==> config.mk <==
export PLATFORM = sky130hd
export DESIGN_NAME = pipe_skid_reg
export DESIGN_NICKNAME = d
export VERILOG_FILES = /design/src/rtl/pipe_skid_reg.sv
export SDC_FILE = /design/constraint.sdc
export NUM_CORES = 1
export LEC_CHECK = 0
export ABC_AREA = 0
export CAP_MARGIN = 20
export CELL_PAD_IN_SITES_DETAIL_PLACEMENT = 0
export CELL_PAD_IN_SITES_GLOBAL_PLACEMENT = 1
export CORE_UTILIZATION = 35
export CTS_CLUSTER_DIAMETER = 120
export DETAILED_ROUTE_END_ITERATION = 10
export DONT_BUFFER_PORTS = 1
export PLACE_DENSITY_LB_ADDON = 0.1
export SYNTH_ARGS = -nofsm -noshare
export SYNTH_HDL_FRONTEND = slang
export SYNTH_SLANG_ARGS = --single-unit
export TNS_END_PERCENT = 100
==> constraint.sdc <==
create_clock -name clk -period 5.2 [get_ports clk]
set_input_delay 0 -clock clk [delete_from_list [all_inputs] [get_ports clk]]
set_output_delay 0 -clock clk [all_outputs]
set_load 0.01 [all_outputs]
==> src/rtl/pipe_skid_reg.sv <==
// Two-entry pipeline register with skid buffer, flush and a saturating stall counter.
// in_ready depends only on state and flush, so out_ready never reaches it combinationally.
//
// state | meaning
// EMPTY | nothing held, occupancy 0
// ONE   | main valid, occupancy 1
// FULL  | main and skid valid, occupancy 2, input blocked
module pipe_skid_reg #(
  parameter int PAYLOAD_W   = 71,
  parameter int CTRL_W      = 2,
  parameter int ZERO_BUBBLE = 1,
  parameter int STALL_CNT_W = 16
) (
  input  logic                   clk,
  input  logic                   reset,
  input  logic                   in_valid,
  output logic                   in_ready,
  input  logic [PAYLOAD_W-1:0]   in_payload,
  output logic                   out_valid,
  input  logic                   out_ready,
  output logic [PAYLOAD_W-1:0]   out_payload,
  input  logic                   flush,
  output logic [1:0]             occupancy,
  output logic [STALL_CNT_W-1:0] stall_cnt
);

  typedef enum logic [1:0] {
    EMPTY = 2'd0,
    ONE   = 2'd1,
    FULL  = 2'd2
  } state_t;

  localparam logic [STALL_CNT_W-1:0] STALL_ONE = 1;

  state_t                 state;
  state_t                 state_nxt;
  logic [PAYLOAD_W-1:0]   main_q;
  logic [PAYLOAD_W-1:0]   skid_q;
  logic [STALL_CNT_W-1:0] stall_q;
  logic                   in_fire;
  logic                   out_fire;
  logic                   load_main_in;
  logic                   load_main_skid;
  logic                   load_skid;

  assign in_ready  = (state != FULL) & ~flush;
  assign out_valid = (state != EMPTY);
  assign in_fire   = in_valid & in_ready;
  assign out_fire  = out_valid & out_ready;

  always_ff @(posedge clk or posedge reset) begin
    if (reset) state <= EMPTY;
    else       state <= state_nxt;
  end

  always_comb begin
    state_nxt      = state;
    load_main_in   = 1'b0;
    load_main_skid = 1'b0;
    load_skid      = 1'b0;
    if (flush) begin
      state_nxt = EMPTY;
    end else begin
      case (state)
        EMPTY: begin
          if (in_fire) begin
            state_nxt    = ONE;
            load_main_in = 1'b1;
          end
        end
        ONE: begin
          if (in_fire && out_fire) begin
            load_main_in = 1'b1;
          end else if (in_fire) begin
            state_nxt = FULL;
            load_skid = 1'b1;
          end else if (out_fire) begin
            state_nxt = EMPTY;
          end
        end
        FULL: begin
          if (out_fire) begin
            state_nxt      = ONE;
            load_main_skid = 1'b1;
          end
        end
        default: state_nxt = EMPTY;
      endcase
    end
  end

  always_ff @(posedge clk or posedge reset) begin
    if (reset) begin
      main_q <= '0;
      skid_q <= '0;
    end else begin
      if (load_main_in)        main_q <= in_payload;
      else if (load_main_skid) main_q <= skid_q;
      if (load_skid)           skid_q <= in_payload;
    end
  end

  // Flush deliberately leaves the counter alone; only reset clears it.
  always_ff @(posedge clk or posedge reset) begin
    if (reset) begin
      stall_q <= '0;
    end else if (out_valid && !out_ready && !(&stall_q)) begin
      stall_q <= stall_q + STALL_ONE;
    end
  end

  assign stall_cnt = stall_q;

  always_comb begin
    occupancy = 2'd0;
    case (state)
      ONE:     occupancy = 2'd1;
      FULL:    occupancy = 2'd2;
      default: occupancy = 2'd0;
    endcase
  end

  // Control bits are gated explicitly so a bubble can never assert a write-back.
  logic [CTRL_W-1:0]           out_ctrl;
  logic [PAYLOAD_W-CTRL_W-1:0] out_data;

  generate
    if (ZERO_BUBBLE != 0) begin : g_zero_bubble
      assign out_ctrl = out_valid ? main_q[CTRL_W-1:0] : '0;
      assign out_data = out_valid ? main_q[PAYLOAD_W-1:CTRL_W] : '0;
    end else begin : g_hold
      assign out_ctrl = main_q[CTRL_W-1:0];
      assign out_data = main_q[PAYLOAD_W-1:CTRL_W];
    end
  endgenerate

  assign out_payload = {out_data, out_ctrl};

endmodule

==> out/results.ini <==
[finish]
drive_above_1_share = 0.07365
antenna_cells = 0
final_area_um2 = 8682
final_core_util = 0.4446
syn_to_final_growth_pct = 24.20
nNetsFinal = 770
instances_no_fill = 971
fill_cells = 1885

[synthesis]
synth.most_common_cell = dfrtp_1
synth_xor_xnor_area_share = 0.01754
synth_common_cells = dfrtp_1 (160), nand2_1 (145), a22oi_1 (71), and2_1 (71), mux2_1 (70)
synth_fp_nets = 704
synth_ff_type = dfrtp_1
yosys.area.top_type_share = 0.5728
muxShareOfSynthArea = 0.1174
ys_ff_latch = 160
netlist-cell-type-count = 34
synth_top_area_cell = dfrtp_1
synth_edf_count = 0
async_reset_ff_frac = 1.000
synth_top_family_by_area = simple AND/OR/NAND/NOR gates
ys_warn_count = 0
synth_compound_area_frac = 0.08216
synth_area_um2 = 6990
syn_inst = 627
yosys-top-cells-area = dfrtp_1 (57%), mux2_1 (11%), nand2_1 (7.8%)
synthSimpleGateAreaFrac = 0.1829
ys_seq_area_frac = 0.5728
avgSynthCellArea_um2 = 11.15
synth_adder_area_share = 0.001790

[die]
design.die.area_um2 = 20540
io-pin-count = 167
die_height_um = 143.3
start_util = 0.3580
die_width_um = 143.3
std_cell_rows = 51
coreArea_um2 = 19530

[global_route]
grt_max_degree = 93
overflow = 0
track_usage = 0.1706
antenna_found_initial = 0
grt_pass1_wl_um = 26740
grt_pass1_vias = 5063

[pwr]
switching_share = 0.2730
combinationalPowerShare = 0.138
vdd_drop_max_mv = 0.2271
p_per_area_nw_per_um2 = 400.9
internal-power_mw = 2.531
seqPwrFrac = 0.487
clockPowerShare = 0.374
fin_total_pwr_mw = 3.481
power_switching_mw = 0.9503
leakagePower_nw = 3.954

[sta]
fin_setup_tns_ns = 0
finalSetupViolCount = 0
timing.fmax_ghz = 0.4577
finalWorstPathRequiredPeriod_ns = 2.185
clock_skew_ns = 0.007475
setup_slack_ns = 3.015
finalHoldViolCount = 5
slew_violations = 0
worstMarginPinSlew_ns = 0.8952
post-route-period-util = 0.4202
worst_hold_slack_ns = -0.007210
maxSlewHeadroom = 0.4032
rsz0062_at_grt = no

[cts]
cts-resized-gates = 0
clock_sink_count = 160
tritoncts = done
cts_root_buf = clkbuf_16
insertion_delay_ns = 0.42
clk_pin_slew_ns = 0.06
cts_buffers = 17
h-tree-depth = 4
cts_buffer_depth = 2

[setup_path]
critPathMaxStageDelay_ns = 0.47
arrival_ns = 2.18
critPathLaunchType = register
cp_slowest_cell = dfrtp_1
worst_ep_required_time_ns = 5.20
cp_top_family = buffers and inverters
path_class = register to output pin
worst_setup_path_end_kind = output pin
cp.depth = 4
crit_chain = nor2_1 -> inv_2 -> buf_12 -> and2_1
critPathBufInv = 2
ff2ff_path_depth = 6
worstPathMaxFanout = 38

[placement]
port_buffers = 0
post_dp_cell_area_um2 = 7253
place_hpwl_um = 9991
place_inst = 861
gp_congestion = 0.7362
dp_slack_ns = 2.763

[min_path]
hold_path.class = input pin to register
hold_depth = 4

[detailed_routing]
wl_um = 16660
drc = 0
routed_via_density = 5.050
drt_pass1_iterations = 4
drt_iter0_drc = 211
vias = 4904
wire_per_inst_um = 17.16
postRouteAntennaNets = 0

[status]
violations = negative hold slack
status = complete, but fails checks

[run]
maxCapViolations = 0

## worst paths after layout
kind	startpoint	to	slack (ns)
worst max register to register	state[0]	main_q[14]	3.17
worst max-delay path	state[0]	out_payload[34]	3.02
min in group asynchronous	reset	main_q[1]	0.24
worst min register to register	main_q[50]	main_q[50]	0.47
max in group asynchronous	reset	skid_q[48]	3.55
worst min-delay path	flush	main_q[67]	-0.007
## what timing repair did
action                                 CTS  global route
setup buffers                            0             0
hold buffers                            76             0
endpoints found under the hold margin  250             0
## power groups by stage
stage | registers (mW) | logic, mW | clock network [mW]
detailed placement | 1.72 | 0.429 | 0
global placement | 1.71 | 0.413 | 0
finish | 1.70 | 0.482 | 1.30
global route | 1.73 | 0.551 | 1.40
CTS | 1.70 | 0.486 | 1.35
floorplan | 1.67 | 0.353 | 0
## layer usage
| metal | GRT usage | up-vias | wire (µm) |
|---|---|---|---|
| li1 | - | 2293 | - |
| met1 | 0.2196 | 2461 | 7450 |
| met2 | 0.2729 | 133 | 7874 |
| met3 | 0.04832 | 17 | 1114 |
| met4 | 0.06383 | 0 | 224 |
| met5 | 0 | - | 0 |
## layout make-up
cell class,count,area [µm²],share of cell area
Clock buffer,18,439.2,0.05058
Clock inverter,14,181.4,0.02090
Timing Repair Buffer,85,860.8,0.09915
Sequential cell,160,4004,0.4612
Inverter,4,20.02,0.002306
Multi-Input combinational cell,425,2845,0.3277
Tap cell,265,331.6,0.03819
## registers in the layout, indices dropped and copies added (netlist names)
signal	flops
main_q	71
stall_cnt	16
skid_q	71
state	2
## cell families (layout without fill, tap and decap cells)
group / after synthesis / in the layout
AOI/OAI and AO/OA: 77 / 77
xor gates and xnor gates: 14 / 14
adders and majority gates: 1 / 1
buffers and inverters: 42 / 121
DFF: 160 / 160
muxes: 73 / 73
and+or+nand+nor: 260 / 260
## cells in the final DEF (no fill, tap or decap), drive strengths merged
master / instances
dfrtp: 160
nand2: 145
dlygate4sd3: 76
mux2: 72
a22oi: 71
and2: 71
clkbuf: 18
buf: 9
nor3: 9
inv: 8
xnor2: 7
xor2: 7
nor2: 6
nand3: 6
nand4: 5
clkinv: 5
nor2b: 4
a21oi: 4
nand4b: 3
bufinv: 3
nand2b: 2
clkinvlp: 2
nor4bb: 1
a31oi: 1
or2: 1
mux2i: 1
o22a: 1
nor4: 1
or3: 1
nand3b: 1
nor3b: 1
and4: 1
nor4b: 1
and3: 1
ha: 1
## tightest hold or removal path: stages
cell and delay [ns]:
inv_1 0.07, a31oi_4 0.16, nand2_1 0.09, nand2_1 0.04
Power figures use the tool's default switching activity.
